File: config.mk
export PLATFORM = sky130hd
export DESIGN_NAME = perf_counter_master_flat
export DESIGN_NICKNAME = d
export VERILOG_FILES = /design/src/rtl/perf_counter_pkg.sv /design/src/rtl/perf_counter_master_if.sv /design/src/rtl/avmm_single_xfer.sv /design/src/rtl/perf_counter_master.sv /design/src/flat_wrapper.sv
export SDC_FILE = /design/constraint.sdc
export NUM_CORES = 1
export LEC_CHECK = 0
export ABC_AREA = 1
export CAP_MARGIN = 10
export CORE_MARGIN = 2
export CORE_UTILIZATION = 45
export DETAILED_ROUTE_END_ITERATION = 10
export DONT_BUFFER_PORTS = 1
export GPL_TIMING_DRIVEN = 0
export HOLD_SLACK_MARGIN = 0.12
export PLACE_DENSITY_LB_ADDON = 0.1
export SYNTH_ARGS = -nofsm -noshare
export SYNTH_HDL_FRONTEND = slang
export SYNTH_SLANG_ARGS = --single-unit
File: constraint.sdc
create_clock -name clk -period 6.9 [get_ports clk]
set_clock_uncertainty 0.05 [all_clocks]
set_input_delay 0.69 -clock clk [delete_from_list [all_inputs] [get_ports clk]]
set_output_delay 0.69 -clock clk [all_outputs]
set_load 0.05 [all_outputs]
File: src/rtl/perf_counter_pkg.sv
// perf_counter_pkg: op codes, register map and state encodings shared by the performance-counter master.
package perf_counter_pkg;

    typedef enum logic [1:0] {OP_RESET_ALL, OP_START, OP_STOP, OP_READ} op_e;
    typedef enum logic [2:0] {S_IDLE, S_WR, S_RD_REQ, S_RD_WAIT, S_RESP} state_e;
    typedef enum logic [2:0] {RD_HI1, RD_LO, RD_HI2, RD_LO2, RD_EV} rd_step_e;
    typedef enum logic [1:0] {X_IDLE, X_REQ, X_WAIT} xfer_state_e;

    localparam int OFF_STOP    = 0;
    localparam int OFF_TIME_LO = 0;
    localparam int OFF_GO      = 1;
    localparam int OFF_TIME_HI = 1;
    localparam int OFF_EVENTS  = 2;
    localparam int SEC_STRIDE  = 4;

    function automatic int reg_addr(input logic [1:0] sec, input int off);
        return int'(sec) * SEC_STRIDE + off;
    endfunction

    function automatic int step_off(input rd_step_e s);
        return (s == RD_LO || s == RD_LO2) ? OFF_TIME_LO : (s == RD_EV) ? OFF_EVENTS : OFF_TIME_HI;
    endfunction

endpackage

File: src/rtl/perf_counter_master_if.sv
// perf_counter_master_if: Avalon-MM master/slave signal bundle between the master and the counter slave.
interface perf_counter_master_if #(parameter int ADDR_W = 4);

    logic [ADDR_W-1:0] av_address;
    logic              av_write;
    logic              av_read;
    logic              av_begintransfer;
    logic [31:0]       av_writedata;
    logic [31:0]       av_readdata;
    logic              av_waitrequest;

    modport master (
        output av_address, av_write, av_read, av_begintransfer, av_writedata,
        input  av_readdata, av_waitrequest
    );

    modport slave (
        input  av_address, av_write, av_read, av_begintransfer, av_writedata,
        output av_readdata, av_waitrequest
    );

endinterface

File: src/rtl/avmm_single_xfer.sv
// avmm_single_xfer: issues one Avalon-MM read or write and signals completion with the returned data.
module avmm_single_xfer
    import perf_counter_pkg::*;
#(
    parameter int READ_LATENCY = 1,
    parameter int ADDR_W       = 4
) (
    input  logic                  clk,
    input  logic                  reset,
    input  logic                  start,
    input  logic                  wr,
    input  logic [ADDR_W-1:0]     addr,
    input  logic [31:0]           wdata,
    output logic                  granted,
    output logic                  done,
    output logic [31:0]           rdata,
    perf_counter_master_if.master av
);

    xfer_state_e       st;
    logic              first;
    logic              wr_q;
    logic [ADDR_W-1:0] addr_q;
    logic [31:0]       wdata_q;
    logic [7:0]        lat_cnt;
    logic              last;

    assign last = lat_cnt == 8'(READ_LATENCY - 1);

    always_ff @(posedge clk or posedge reset) begin
        if (reset) begin
            st      <= X_IDLE;
            first   <= 1'b0;
            wr_q    <= 1'b0;
            addr_q  <= '0;
            wdata_q <= '0;
            lat_cnt <= '0;
        end else begin
            first <= start;
            if (start) begin
                st      <= X_REQ;
                wr_q    <= wr;
                addr_q  <= addr;
                wdata_q <= wdata;
            end else if (granted) begin
                st      <= wr_q ? X_IDLE : X_WAIT;
                lat_cnt <= '0;
            end else if (st == X_WAIT) begin
                st      <= last ? X_IDLE : X_WAIT;
                lat_cnt <= lat_cnt + 8'd1;
            end
        end
    end

    // Bus outputs are gated by the request state so address/data read as 0 when idle.
    always_comb begin
        granted             = st == X_REQ && !av.av_waitrequest;
        done                = (granted && wr_q) || (st == X_WAIT && last);
        rdata               = av.av_readdata;
        av.av_write         = st == X_REQ && wr_q;
        av.av_read          = st == X_REQ && !wr_q;
        av.av_begintransfer = st == X_REQ && first;
        av.av_address       = st == X_REQ ? addr_q : '0;
        av.av_writedata     = (st == X_REQ && wr_q) ? wdata_q : '0;
    end

endmodule

File: src/rtl/perf_counter_master.sv
// perf_counter_master: sequences start/stop/reset writes and coherent 64-bit reads of the performance-counter slave.
module perf_counter_master
    import perf_counter_pkg::*;
#(
    parameter int READ_LATENCY = 1,
    parameter int ADDR_W       = 4
) (
    input  logic                  clk,
    input  logic                  reset,
    input  logic                  cmd_valid,
    output logic                  cmd_ready,
    input  logic [1:0]            cmd_op,
    input  logic [1:0]            cmd_section,
    output logic                  rsp_valid,
    output logic [63:0]           rsp_time,
    output logic [31:0]           rsp_events,
    output logic                  done,
    perf_counter_master_if.master av
);

    state_e            state, state_nx;
    op_e               op_q, op_in;
    logic [1:0]        sec_q;
    rd_step_e          step_q, step_nx;
    logic [31:0]       hi_q, lo_q;
    logic              accept;
    logic              x_start, x_wr, x_granted, x_done;
    logic [ADDR_W-1:0] x_addr;
    logic [31:0]       x_wdata, x_rdata;

    assign op_in  = op_e'(cmd_op);
    assign accept = cmd_valid && cmd_ready;

    avmm_single_xfer #(.READ_LATENCY(READ_LATENCY), .ADDR_W(ADDR_W)) u_xfer (
        .clk     (clk),
        .reset   (reset),
        .start   (x_start),
        .wr      (x_wr),
        .addr    (x_addr),
        .wdata   (x_wdata),
        .granted (x_granted),
        .done    (x_done),
        .rdata   (x_rdata),
        .av      (av)
    );

    always_ff @(posedge clk or posedge reset) begin
        if (reset) state <= S_IDLE;
        else       state <= state_nx;
    end

    always_comb begin
        state_nx = state;
        case (state)
            S_IDLE:    if (accept)    state_nx = op_in == OP_READ ? S_RD_REQ : S_WR;
            S_WR:      if (x_done)    state_nx = S_RESP;
            S_RD_REQ:  if (x_granted) state_nx = S_RD_WAIT;
            S_RD_WAIT: if (x_done)    state_nx = step_q == RD_EV ? S_RESP : S_RD_REQ;
            default:                  state_nx = S_IDLE;
        endcase
    end

    always_comb begin
        cmd_ready = state == S_IDLE;
        done      = state == S_RESP;
        rsp_valid = state == S_RESP && op_q == OP_READ;
    end

    // A changed high word between the two high reads means lo wrapped; re-read lo once.
    always_comb begin
        step_nx = step_q == RD_HI1 ? RD_LO :
                  step_q == RD_LO  ? RD_HI2 :
                  step_q == RD_HI2 ? (x_rdata != hi_q ? RD_LO2 : RD_EV) : RD_EV;
        x_start = accept || (state == S_RD_WAIT && x_done && step_q != RD_EV);
        x_wr    = state == S_IDLE && op_in != OP_READ;
        x_wdata = 32'(op_in == OP_RESET_ALL);
        x_addr  = state != S_IDLE        ? ADDR_W'(reg_addr(sec_q, step_off(step_nx))) :
                  op_in == OP_RESET_ALL  ? '0 :
                  ADDR_W'(reg_addr(cmd_section, op_in == OP_START ? OFF_GO :
                                                op_in == OP_STOP  ? OFF_STOP : OFF_TIME_HI));
    end

    always_ff @(posedge clk or posedge reset) begin
        if (reset) begin
            op_q       <= OP_RESET_ALL;
            sec_q      <= '0;
            step_q     <= RD_HI1;
            hi_q       <= '0;
            lo_q       <= '0;
            rsp_time   <= '0;
            rsp_events <= '0;
        end else if (accept) begin
            op_q   <= op_in;
            sec_q  <= cmd_section;
            step_q <= RD_HI1;
        end else if (state == S_RD_WAIT && x_done) begin
            step_q <= step_nx;
            if (step_q == RD_HI1 || step_q == RD_HI2) hi_q <= x_rdata;
            if (step_q == RD_LO || step_q == RD_LO2)  lo_q <= x_rdata;
            if (step_q == RD_EV) begin
                rsp_time   <= {hi_q, lo_q};
                rsp_events <= x_rdata;
            end
        end
    end

endmodule

File: src/flat_wrapper.sv
// flat-port wrapper written by rule: the top's interface ports become plain ports
module perf_counter_master_flat import perf_counter_pkg::*;
#(
    parameter int READ_LATENCY = 1,
    parameter int ADDR_W       = 4
)
  (clk, reset, cmd_valid, cmd_ready, cmd_op, cmd_section, rsp_valid, rsp_time, rsp_events, done, av_av_address, av_av_write, av_av_read, av_av_begintransfer, av_av_writedata, av_av_readdata, av_av_waitrequest);
  perf_counter_master_if #(.ADDR_W(ADDR_W)) av_i ();
  input  logic clk;
  input  logic reset;
  input  logic cmd_valid;
  output logic cmd_ready;
  input  logic [1:0] cmd_op;
  input  logic [1:0] cmd_section;
  output logic rsp_valid;
  output logic [63:0] rsp_time;
  output logic [31:0] rsp_events;
  output logic done;
  output wire logic [$bits(av_i.av_address)-1:0] av_av_address;
  output wire logic [$bits(av_i.av_write)-1:0] av_av_write;
  output wire logic [$bits(av_i.av_read)-1:0] av_av_read;
  output wire logic [$bits(av_i.av_begintransfer)-1:0] av_av_begintransfer;
  output wire logic [$bits(av_i.av_writedata)-1:0] av_av_writedata;
  input wire logic [$bits(av_i.av_readdata)-1:0] av_av_readdata;
  input wire logic [$bits(av_i.av_waitrequest)-1:0] av_av_waitrequest;
  assign av_av_address = av_i.av_address;
  assign av_av_write = av_i.av_write;
  assign av_av_read = av_i.av_read;
  assign av_av_begintransfer = av_i.av_begintransfer;
  assign av_av_writedata = av_i.av_writedata;
  assign av_i.av_readdata = av_av_readdata;
  assign av_i.av_waitrequest = av_av_waitrequest;
  perf_counter_master #(.READ_LATENCY(READ_LATENCY), .ADDR_W(ADDR_W)) u_core (.clk(clk), .reset(reset), .cmd_valid(cmd_valid), .cmd_ready(cmd_ready), .cmd_op(cmd_op), .cmd_section(cmd_section), .rsp_valid(rsp_valid), .rsp_time(rsp_time), .rsp_events(rsp_events), .done(done), .av(av_i));
endmodule
### Word level (Yosys, flattened, before mapping)

Index checks and enable logic that the tools add are counted.

| operators by class | value |
|---|---|
| add/subtract/negate cells | 3 |
| multipliers | 0 |
| divide/modulo/power cells | 0 |
| magnitude comparators | 0 |
| equal/unequal tests | 24 |
| shift operators | 0 |
| multiplexer cells | 28 |
| bitwise gates (word level) | 2 |
| reductions and logical operators | 31 |

Operators by type and width:

| operator | number |
|---|---|
| $mux W3 | 11 |
| $ne A32 B32 Y1 | 1 |
| $mux W4 | 5 |
| $mux W8 | 2 |
| $eq A3 B2 Y1 const B | 5 |
| $mux W2 | 7 |
| $pmux W3 S4 | 1 |
| $logic_and A1 B1 Y1 | 11 |
| $eq A3 B1 Y1 const B | 3 |
| $eq A3 B3 Y1 const B | 3 |
| $reduce_and A3 Y1 | 3 |
| $add A4 B4 Y4 | 2 |
| $add A8 B1 Y8 const B | 1 |
| $eq A2 B2 Y1 const B | 4 |
| $logic_not A8 Y1 | 1 |
| $logic_not A3 Y1 | 2 |
| $ne A2 B2 Y1 const B | 3 |
| $reduce_bool A3 Y1 | 2 |
| $logic_or A1 B1 Y1 | 5 |
| $eq A2 B1 Y1 const B | 2 |
| $ne A2 B1 Y1 const B | 2 |
| $reduce_and A4 Y1 | 1 |
| $reduce_bool A2 Y1 | 2 |
| $ne A3 B3 Y1 const B | 1 |
| other kinds (5) | 8 |

| word-level totals | value |
|---|---|
| flip-flop bits (word level) | 187 |
| bits in latches | 0 |
| RAM bits | 0 |
| ROM bits | 0 |
| output and inout bits | 138 |
| memories kept | 0 |

### Longest topological paths before layout

Gate-level depths: netlist of run 1.

| logic depth | value |
|---|---|
| depth after elaboration | 10 |
| mapped depth | 14 |
| mapped depth without buffers | 13 |

### Cells and area by module

From an unflattened synthesis of run 1, not the netlist that was laid out.

| unflattened totals | value |
|---|---|
| cells, all modules | 991 |
| area, all modules | 9497.9 µm² |

By module, submodules not included:

| module | instances | cells an instance | area an instance (µm²) | seq. area each (µm²) |
|---|---|---|---|---|
| perf_counter_master | 1 | 668 | 6970.4 | 4254.1 |
| avmm_single_xfer | 1 | 323 | 2527.4 | 1201.2 |

### Least setup slack after synthesis of run 1

OpenSTA, ideal clock, no wires.

| timing | value |
|---|---|
| kind | flip-flop to output port |
| start | register u_core.state[0] |
| end | output rsp_valid |
| arrival | 1.800 ns |
| required time | 6.160 ns |
| slack | 4.360 ns |
| cell stages (with the launch flop) | 5 |
| cell sequence | dfrtp_1 -> inv_1 -> nand2_1 -> nor2_1 -> and3_1 |

| between the ends | value |
|---|---|
| longest elaborated chain between the ends | 2 |

RTL lines:

| what | line | source |
|---|---|---|
| start: declaration | perf_counter_master.sv:21 | `state_e state, state_nx;` |
| start signal: assignment | perf_counter_master.sv:49 | `else state <= state_nx;` |
| $eq A3 B3 Y1 | - |  |
| via done | flat_wrapper.sv:18 | `output logic done;` |
| $logic_and A1 B1 Y1 | perf_counter_master.sv:66 | `rsp_valid = state == S_RESP && op_q == OP_READ;` |
| end: declaration | flat_wrapper.sv:15 | `output logic rsp_valid;` |

The timed path passes the listed nets, and every way through them passes these cells.

### Final worst setup path of run 1

Same ends and word-level chain as after synthesis.

==> impl_metrics.csv, run 1 <==
group,metric,value,unit
floorplan,die_h,140,um
final_layout,diodes,0,
floorplan,num_rows,49,
synthesis,yosysSeqAreaShare,55.8,%
worst_setup_path,critPathCaptureType,"output port",
min_path,hold_path_end,"u_core.op_q[1]$_DFFE_PP0P_",
timing,setup_ws,3.74,ns
power,netSwitchingPower,0.00110,W
detailed_routing,vias,6161,
timing,finalSetupViolCount,0,
global_routing,antenna_found_initial,0,
placed_design,place_ws,4.18,ns
timing,tightest_slew,1.06,ns
power,p_int,0.00203,W
timing,fin_crit_sh,45.9,%
global_routing,grt_pass1_wl,33.5,mm
synthesis,yosysTopAreaCellShare,55.8,%
placed_design,postPlaceCellArea,8820,um^2
worst_setup_path,r2r_start,"u_core.state[0]$_DFFE_PP0P_",
detailed_routing,routedWlPerCell,16.7,um
cts,clkSlewWorstSetupHoldPaths,0.07,ns
cts,clock-sinks,187,
power,total_power,0.00313,W
detailed_routing,dr.pass1.iters,5,
run_status,outcome,"completed",
cts,htreeDepth,4,
synthesis,synthTopCellsByCount,"nand2_1, dfrtp_1, inv_1",
cts,clock_path_buffers,2,
timing,setup_tns,0,ns
power,vdd_drop_max,166,uV
flow_run,maxCapViolations,0,
placed_design,dpl.cell_count,1216,
floorplan,num_io_pins,178,
detailed_routing,post_drt_via_cell_ratio,4.93,
synthesis,synth_edf_count,0,
synthesis,ys.flop_type,"dfrtp_1",
final_layout,fin_area,9380,um^2
cts,cts_tree,"yes",
worst_setup_path,r2r_cells,9,
final_layout,nets,1049,
min_path,hp-start,"cmd_op[1]",
floorplan,die-area,19700,um^2
final_layout,drive_above_1_share,13.3,%
global_routing,gr-usage-all-layers,21.9,%
detailed_routing,postRouteAntennaNets,0,
synthesis,async_flop_share,100,%
placed_design,place_congestion,0.810,
placed_design,dp_hpwl,14.6,mm
timing,drv_slew,0,
worst_setup_path,crit_required,6.16,ns
cts,ctsResizeCount,0,
timing,rsz0062_at_grt,"no",
cts,cts_root_buffer,"clkbuf_16",
timing,layout_min_cycle_time,3.16,ns
final_layout,synthToLayoutAreaGrowth,12.0,%
synthesis,synth_area_leaders,"dfrtp_1, nand2_1, nand3_1",
power,power_frac_comb,23.2,%
worst_setup_path,arrival,2.42,ns
timing,slew_headroom,29.1,%
timing,hold_viol_final,0,
detailed_routing,drc_errors,0,
synthesis,syn-cell-area,8380,um^2
synthesis,synth_cell_types,34,
synthesis,ys_seq_elements,187,
min_path,hp-class,"in2reg",
cts,cts_buffers,17,
power,pwr-share-clk,30.1,%
power,p_sw_share,35.1,%
global_routing,grt_overflow,0,
detailed_routing,drtIter0Drc,364,
worst_setup_path,path_max_fanout,3,
cts,post-cts-setup-buffer-count,0,
global_routing,grt_max_degree,123,
worst_setup_path,reg2reg_to,"u_core.rsp_events[24]$_DFFE_PP0P_",
synthesis,yosysWarnings,0,
global_routing,grt_pass1_vias,5971,
timing,timing.fmax,316,MHz
power,power.density,334,nW/um^2
floorplan,core-area,18100,um^2
min_path,holdPathStages,2,
detailed_routing,wirelength,20.9,mm
worst_setup_path,rrSetupSlack,4.39,ns
synthesis,yosysMostFrequentCell,"nand2_1",
synthesis,synthCells,955,
floorplan,start_util,46.2,%
floorplan,die_w,140,um
synthesis,syn_area_per_cell,8.78,um^2
synthesis,yosys.area.top_type,"dfrtp_1",
worst_setup_path,path_class,"reg2out",
cts,cts.hold.buffers_added,1,
worst_setup_path,cp-start-kind,"flip-flop",
placed_design,portBuffers,0,
cts,clk_latency,0.43,ns
power,leakage,4.90,nW
final_layout,final_cells,1249,
power,sequentialPowerShare,46.7,%
==> kinds of logic (layout without fill, tap and decap cells) <==
| kind of cell | count (synthesis) | count (layout) | share of synthesized area (%) |
|---|---|---|---|
| other cells | 1 | 31 | 0.0447 |
| xor+xnor | 17 | 17 | 1.78 |
| simple gates | 451 | 451 | 22.2 |
| buf+inv | 155 | 190 | 9.94 |
| compound gates | 142 | 142 | 9.94 |
| fa+ha+maj | 2 | 2 | 0.299 |
| flops | 187 | 187 | 55.8 |
==> registers in the layout (all words and copies together), names as in the netlist <==
register               cells
u_core.step_q              3
u_core.hi_q               32
u_core.rsp_time           64
u_core.lo_q               32
u_core.u_xfer.st           2
u_core.u_xfer.wr_q         1
u_core.u_xfer.wdata_q      1
u_core.u_xfer.lat_cnt      8
u_core.u_xfer.first        1
u_core.op_q                2
u_core.u_xfer.addr_q       4
u_core.state               3
u_core.sec_q               2
u_core.rsp_events         32
==> critical path, stage by stage (launching register included) <==
cell	delay, ns
dfrtp_1	0.37
inv_1	0.09
nand2_1	0.10
nor2_1	0.81
and3_1	0.62
==> power groups by stage <==
stage | logic [W] | registers [W] | clock network [W]
after floorplan | 0.000608 | 0.00144 | 0
after global placement | 0.000717 | 0.00148 | 0
after detailed placement | 0.000730 | 0.00148 | 0
after CTS | 0.000734 | 0.00146 | 0.000962
after global routing | 0.000838 | 0.00149 | 0.00100
final | 0.000726 | 0.00146 | 0.000944
==> area by class of cell <==
class | count | area (um^2)
Clock inverter | 13 | 118
Timing Repair Buffer | 3 | 45.0
Fill cell | 1741 | 8760
Clock buffer | 19 | 433
Sequential cell | 187 | 4680
Tap cell | 229 | 287
Multi-Input combinational cell | 643 | 2980
Buffer | 71 | 517
Inverter | 84 | 324
==> worst max-delay path by stage <==
stage	startpoint	end	cells past startpoint
CTS	u_core.state[0]$_DFFE_PP0P_	rsp_valid	4
detailed placement	u_core.state[0]$_DFFE_PP0P_	rsp_valid	4
finish	u_core.state[0]$_DFFE_PP0P_	rsp_valid	4
global route	u_core.state[0]$_DFFE_PP0P_	rsp_valid	4
global placement	reset	u_core.rsp_events[12]$_DFFE_PP0P_	1
floorplan	reset	u_core.hi_q[0]$_DFFE_PP0P_	1
==> metrics by stage <==
stage	util [%]	hold slack, ns
2_1_floorplan	-	0.384
3_3_place_gp	48.4	0.399
3_5_place_dp	48.6	0.404
4_1_cts	51.7	0.319
5_1_grt	51.7	0.337
6_report	51.7	0.324
==> per-layer routing <==
| layer | vias up | routed length [um] | GRT usage, % |
|---|---|---|---|
| met5 | - | 0 | 0 |
| met2 | 161 | 9760 | 35.0 |
| met3 | 13 | 1590 | 7.04 |
| met4 | 0 | 188 | 4.84 |
| met1 | 2920 | 9320 | 29.5 |
| li1 | 3067 | - | - |
==> cell usage in the layout (no fill, tap or decap), types with 2 or more instances in the layout <==
cell type | synthesis | layout
ha_1 | 2 | 2
clkbuf_1 | 11 | 13
nor2_2 | 2 | 2
nor2_4 | 2 | 2
dfrtp_1 | 187 | 187
nand4_1 | 3 | 3
clkbuf_16 | 0 | 17
buf_4 | 35 | 36
nand2_1 | 332 | 332
nand3_1 | 63 | 63
xnor2_1 | 13 | 13
nand3b_1 | 3 | 3
xor2_1 | 4 | 4
conb_1 | 1 | 31
inv_8 | 0 | 2
o21ai_0 | 52 | 52
buf_2 | 11 | 11
nor3_1 | 5 | 5
clkinv_2 | 1 | 6
nor2_1 | 34 | 34
buf_6 | 14 | 14
inv_1 | 80 | 79
inv_6 | 0 | 4
o21ai_2 | 30 | 30
inv_2 | 3 | 3
a21oi_1 | 3 | 3
nand2_2 | 2 | 2
o21ai_1 | 53 | 53
(Power assumes the default switching activity.)
==> inputs of run 2 (changes only) <==
- clock period: 6.9 -> 3.1 ns (I/O delays scaled with it)
==> run 2 against run 1 <==
  * Sequential power grew 120%
  * Hold slack lost 0.048 ns
  * First-iteration DRC count grew 13%
  * Non-clock buffer count grew 44
  * Global-route usage grew 0.87 points
  * Total power grew 130%
  * Clock power grew 130%
  * Clock-buffer cell count is the same
  * Wire length grew 4.1%
  * Register-to-register slack lost 3.8 ns
  * Critical path type unchanged
  * Largest power group unchanged
==> impl_metrics.csv, run 2 (synthesized netlist as in run 1, its figures left out) <==
group,metric,value,unit
final_layout,num-fill-cells,1671,
global_routing,gr-usage-all-layers,22.8,%
cts,clock-sinks,187,
final_layout,diodes,0,
final_layout,seq_area,4680,um^2
cts,cts_tree,"yes",
global_routing,antenna_found_initial,0,
placed_design,place_congestion,0.798,
global_routing,grt_pass1_vias,6224,
floorplan,num_io_pins,178,
min_path,hp-class,"in2reg",
detailed_routing,post_drt_via_cell_ratio,4.92,
worst_setup_path,r2r_cells,9,
worst_setup_path,cp_slowest_cell,"nor2_1",
cts,ctsResizeCount,0,
detailed_routing,routedWlPerCell,16.8,um
detailed_routing,highest_layer,"met4",
final_layout,largest_register,"u_core.rsp_time",
final_layout,largest_register_ff_count,64,
floorplan,core-area,18100,um^2
detailed_routing,wirelength,21.7,mm
global_routing,grt_max_degree,40,
detailed_routing,wl_met1,9.57,mm
timing,tightest_slew,1.03,ns
final_layout,final_common_cell,"nand2_1",
final_layout,final_cells,1293,
power,p_sw_share,35.2,%
final_layout,fin_area,9880,um^2
timing,hold_viol_final,0,
final_layout,multi_input_area,2980,um^2
timing,drv_slew,0,
detailed_routing,dr.pass1.iters,5,
worst_setup_path,r2r_start,"u_core.state[0]$_DFFE_PP0P_",
timing,whs,0.276,ns
power,pwr-share-clk,30.3,%
cts,htreeDepth,4,
power,power_frac_comb,23.8,%
detailed_routing,postRouteAntennaNets,0,
placed_design,postPlaceCellArea,8900,um^2
timing,layout_min_cycle_time,2.78,ns
power,leakage,5.10,nW
worst_setup_path,slowest_delay,0.79,ns
placed_design,dpl.cell_count,1220,
detailed_routing,drtIter0Drc,412,
worst_setup_path,rrSetupSlack,0.55,ns
timing,rsz0062_at_grt,"no",
min_path,hold_path_end,"u_core.step_q[1]$_DFFE_PP0P_",
timing,timing.fmax,360,MHz
final_layout,nets,1093,
power,total_power,0.00710,W
floorplan,start_util,46.2,%
timing,slew_headroom,31.2,%
cts,cts_root_buffer,"clkbuf_16",
final_layout,final_cell_mix,"nand2_1, dfrtp_1, inv_1",
detailed_routing,drc_errors,0,
detailed_routing,vias,6360,
floorplan,die-area,19700,um^2
final_layout,drive_above_1_share,13.3,%
flow_run,maxCapViolations,0,
floorplan,die_w,140,um
worst_setup_path,reg2reg_to,"u_core.rsp_events[25]$_DFFE_PP0P_",
placed_design,portBuffers,0,
worst_setup_path,critPathCaptureType,"output port",
global_routing,grt_pass1_wl,34.7,mm
cts,cts_buffers,17,
floorplan,num_rows,49,
timing,finalSetupViolCount,0,
cts,clock_path_buffers,2,
final_layout,synthToLayoutAreaGrowth,17.9,%
worst_setup_path,path_max_fanout,3,
power,netSwitchingPower,0.00250,W
power,p_int,0.00460,W
min_path,hp-start,"cmd_valid",
timing,fin_crit_sh,89.7,%
worst_setup_path,crit_required,2.74,ns
power,vdd_drop_max,392,uV
worst_setup_path,crit_chain,"inv_1, nand2_1, nor2_1, and3_1",
worst_setup_path,cp-start-kind,"flip-flop",
cts,clkSlewWorstSetupHoldPaths,0.07,ns
cts,post-cts-setup-buffer-count,0,
detailed_routing,routed-wl-met3,1.57,mm
floorplan,die_h,140,um
detailed_routing,routed-wl-met2,10.3,mm
power,sequentialPowerShare,45.9,%
placed_design,dp_hpwl,15.0,mm
worst_setup_path,arrival,2.42,ns
run_status,outcome,"completed",
global_routing,grt_overflow,0,
power,power.density,718,nW/um^2
cts,clk_latency,0.43,ns
worst_setup_path,path_class,"reg2out",
min_path,holdPathStages,5,
run 2: cell types whose count changed in the layout (fill, tap and decap cells not counted), sizes merged:
cell,change
buf,+4
dlygate4sd3,+40
clkinv,-1
clkinvlp,+1
run 2: power groups by stage:
stage	Clock, W	Combinational, W	Sequential, W
2_1_floorplan	0	0.00135	0.00321
3_3_place_gp	0	0.00160	0.00329
3_5_place_dp	0	0.00165	0.00330
4_1_cts	0.00220	0.00170	0.00325
5_1_grt	0.00229	0.00195	0.00331
6_report	0.00215	0.00169	0.00326
run 2: worst max path at each step:
stage	from	to	slack [ns]	cells past startpoint
after floorplan	reset	u_core.hi_q[0]$_DFFE_PP0P_	0.33	1
after detailed placement	u_core.state[0]$_DFFE_PP0P_	u_core.rsp_events[25]$_DFFE_PP0P_	0.52	9
final	u_core.state[0]$_DFFE_PP0P_	rsp_valid	0.32	4
after global routing	u_core.state[0]$_DFFE_PP0P_	rsp_valid	0.23	4
after global placement	reset	u_core.rsp_time[38]$_DFFE_PP0P_	-0.80	1
after CTS	u_core.state[0]$_DFFE_PP0P_	rsp_valid	0.30	4
run 2: area by class of cell:
class                      count  area share, %
buffer                        71           5.23
clock buffer                  19           4.48
clock inverter                13           1.33
inverter                      84           3.24
multi-input combinational    643           30.2
sequential                   187           47.3
tap                          229           2.90
timing repair buffer          47           5.32
run 2: stage by stage:
| step | worst slack (ns) | utilization (%) | TNS (ns) |
|---|---|---|---|
| floorplan | 0.334 | - | 0 |
| global placement | -0.801 | 48.4 | -146.38 |
| detailed placement | 0.522 | 49.0 | 0 |
| CTS | 0.301 | 54.5 | 0 |
| global route | 0.227 | 54.5 | 0 |
| finish | 0.319 | 54.5 | 0 |
run 2: worst max-delay path: cells and delay by family, from the launching register on:
family        cells  cell delay, ns
flops             1            0.38
buf+inv           1            0.09
simple gates      3            1.52
run 2: metal layers:
layer  vias to the layer above  global-route usage (%)
li1                       3159                       -
met1                      3020                    30.8
met2                       158                    36.6
met3                        23                    6.15
met4                         0                    6.05
met5                         -                       0
run 2: repair_timing:
action,4_1_cts,5_1_grt
setup endpoints to repair,0,0
hold endpoints to repair,158,0
hold buffers,41,0
==> inputs of run 3 (changes only) <==
- BUFFER_PORTS_ARGS: not set -> -buffer_cell sky130_fd_sc_hd__buf_2
- DONT_BUFFER_PORTS: 1 -> not set
==> run 3 against run 2 <==
  * Cell count rose by 8.4%
  * Register-to-register slack improved by 0.28 ns
  * Sequential share of layout area decreased by 1.7 points
  * Die area stayed put
  * Non-clock buffer count is 110 higher
  * Critical endpoint is now u_core.lo_q[13]$_DFFE_PP0P_
  * Wire length shrank 2.3%
  * Worst setup slack gained 0.51 ns
  * First-iteration DRC count up 6.3%
  * Clock-buffer cell count increased by 3
  * Total power up 0.50%
  * Sequential power shrank 2%
  * Utilization is 2.1 points higher
==> impl_metrics.csv, run 3 (synthesized netlist as in run 1, its figures left out) <==
group,metric,value,unit
timing,setup_ws,0.826,ns
final_layout,largest_register_ff_count,64,
timing,drv_slew,0,
global_routing,grt_max_degree,35,
worst_setup_path,cp-start-kind,"flip-flop",
detailed_routing,postRouteAntennaNets,0,
floorplan,die_w,140,um
final_layout,final_cell_mix,"nand2_1, dfrtp_1, buf_2",
final_layout,drive_above_1_share,24.2,%
floorplan,num_rows,49,
placed_design,dp_hpwl,15.3,mm
flow_run,maxCapViolations,0,
global_routing,grt_pass1_wl,34.2,mm
global_routing,grt_pass1_vias,6417,
power,leakage,5.70,nW
global_routing,antenna_found_initial,0,
cts,ctsResizeCount,0,
global_routing,gr-usage-all-layers,22.2,%
worst_setup_path,critPathCaptureType,"flip-flop",
timing,tightest_slew,0.729,ns
cts,clk_latency,0.43,ns
placed_design,dpl.cell_count,1366,
final_layout,nets,1203,
placed_design,portBuffers,146,
floorplan,die-area,19700,um^2
timing,hold_viol_final,0,
final_layout,num-fill-cells,1708,
worst_setup_path,path_class,"reg2reg",
floorplan,start_util,46.2,%
power,vdd_drop_max,378,uV
worst_setup_path,path_max_fanout,10,
worst_setup_path,crit_required,3.34,ns
cts,cts_buffers,17,
worst_setup_path,arrival,2.52,ns
detailed_routing,post_drt_via_cell_ratio,4.77,
final_layout,diodes,0,
timing,layout_min_cycle_time,2.27,ns
cts,clock_path_buffers,2,
cts,cts_tree,"yes",
detailed_routing,wirelength,21.2,mm
min_path,hp-class,"in2reg",
final_layout,final_common_cell,"nand2_1",
floorplan,die_h,140,um
final_layout,utilization,56.6,%
detailed_routing,routedWlPerCell,15.1,um
timing,finalSetupViolCount,0,
placed_design,place_congestion,0.783,
timing,slew_headroom,51.1,%
global_routing,grt_overflow,0,
placed_design,place_ws,0.807,ns
run_status,outcome,"completed",
cts,htreeDepth,4,
timing,rsz0062_at_grt,"no",
final_layout,final_cells,1402,
detailed_routing,drc_errors,0,
timing,timing.fmax,440,MHz
cts,cts_root_buffer,"clkbuf_16",
detailed_routing,vias,6688,
detailed_routing,drtIter0Drc,438,
final_layout,largest_register,"u_core.rsp_time",
floorplan,num_io_pins,178,
placed_design,postPlaceCellArea,9640,um^2
final_layout,synthToLayoutAreaGrowth,22.5,%
cts,clock-sinks,187,
final_layout,fin_area,10300,um^2
floorplan,core-area,18100,um^2
timing,fin_crit_sh,73.3,%
detailed_routing,dr.pass1.iters,5,
power,power.density,695,nW/um^2
power,total_power,0.00714,W
cts,clkSlewWorstSetupHoldPaths,0.07,ns
==> run 3: cell types whose count changed in the layout (fill, tap and decap cells not counted), sizes merged <==
cell | before | now
clkbuf | 30 | 33
inv | 88 | 84
bufinv | 1 | 2
clkinv | 6 | 3
dlygate4sd3 | 41 | 5
buf | 66 | 212
clkinvlp | 2 | 4
==> run 3: report_power, final <==
part,internal [W],switching (W),total [W]
registers,0.00287,0.000330,0.00320
clock network,0.00123,0.000939,0.00217
logic,0.000601,0.00117,0.00177
==> run 3: per-stage QoR <==
stage	hold slack (ns)	TNS [ns]
floorplan	0.377	0
global route	0.142	0
detailed placement	0.356	0
CTS	0.122	0
global placement	0.399	-174.41
finish	0.139	0
==> run 3: path summary, 6_finish.rpt <==
check / slack (ns) / end / startpoint / cells after the start
max: 0.83 / u_core.lo_q[13]$_DFFE_PP0P_ / u_core.u_xfer.lat_cnt[0]$_DFFE_PP0P_ / 10
min: 0.14 / u_core.hi_q[31]$_DFFE_PP0P_ / av_av_readdata[31] / 3
max reg2reg: 0.83 / u_core.lo_q[13]$_DFFE_PP0P_ / u_core.u_xfer.lat_cnt[0]$_DFFE_PP0P_ / 10
min reg2reg: 0.42 / u_core.rsp_time[38]$_DFFE_PP0P_ / u_core.rsp_time[38]$_DFFE_PP0P_ / 2
max in group asynchronous: 1.55 / u_core.rsp_events[10]$_DFFE_PP0P_ / reset / 6
min in group asynchronous: 0.45 / u_core.rsp_time[21]$_DFFE_PP0P_ / reset / 3
==> run 3: critical path: stages (launching register included) <==
cell and delay, ns:
dfrtp_1 0.39, inv_1 0.07, ha_1 0.18, nor3b_1 0.15
nand3_1 0.13, nand2_1 0.08, nand2_2 0.11, clkinv_2 0.12
nand2_2 0.24, clkbuf_1 0.46, o21ai_0 0.14
==> run 3: what timing repair did <==
| action | 4_1_cts | 5_1_grt |
|---|---|---|
| buffers inserted | 0 | 0 |
| hold buffers | 5 | 0 |
| endpoints found under the hold margin | 28 | 0 |
==> run 3: final cells by class <==
cell class              instances  area, um^2  area share (%)
repair buffers                157         901            8.78
clock buffers                  22         464            4.52
inverters                      84         320            3.12
multi-input cells             643        2980            29.1
flip-flops and latches        187        4680            45.6
well taps                     229         287            2.79
clock inverters                 9         114            1.11
plain buffers                  71         517            5.03
==> run 3: routing by layer <==
layer  global-route usage, %  up-vias  wire length, um
met4                    5.37        0              256
met5                       0        -                0
met1                    31.1     3135             9930
met3                    4.68       16              982
met2                    35.8      170            10000
li1                        -     3367                -
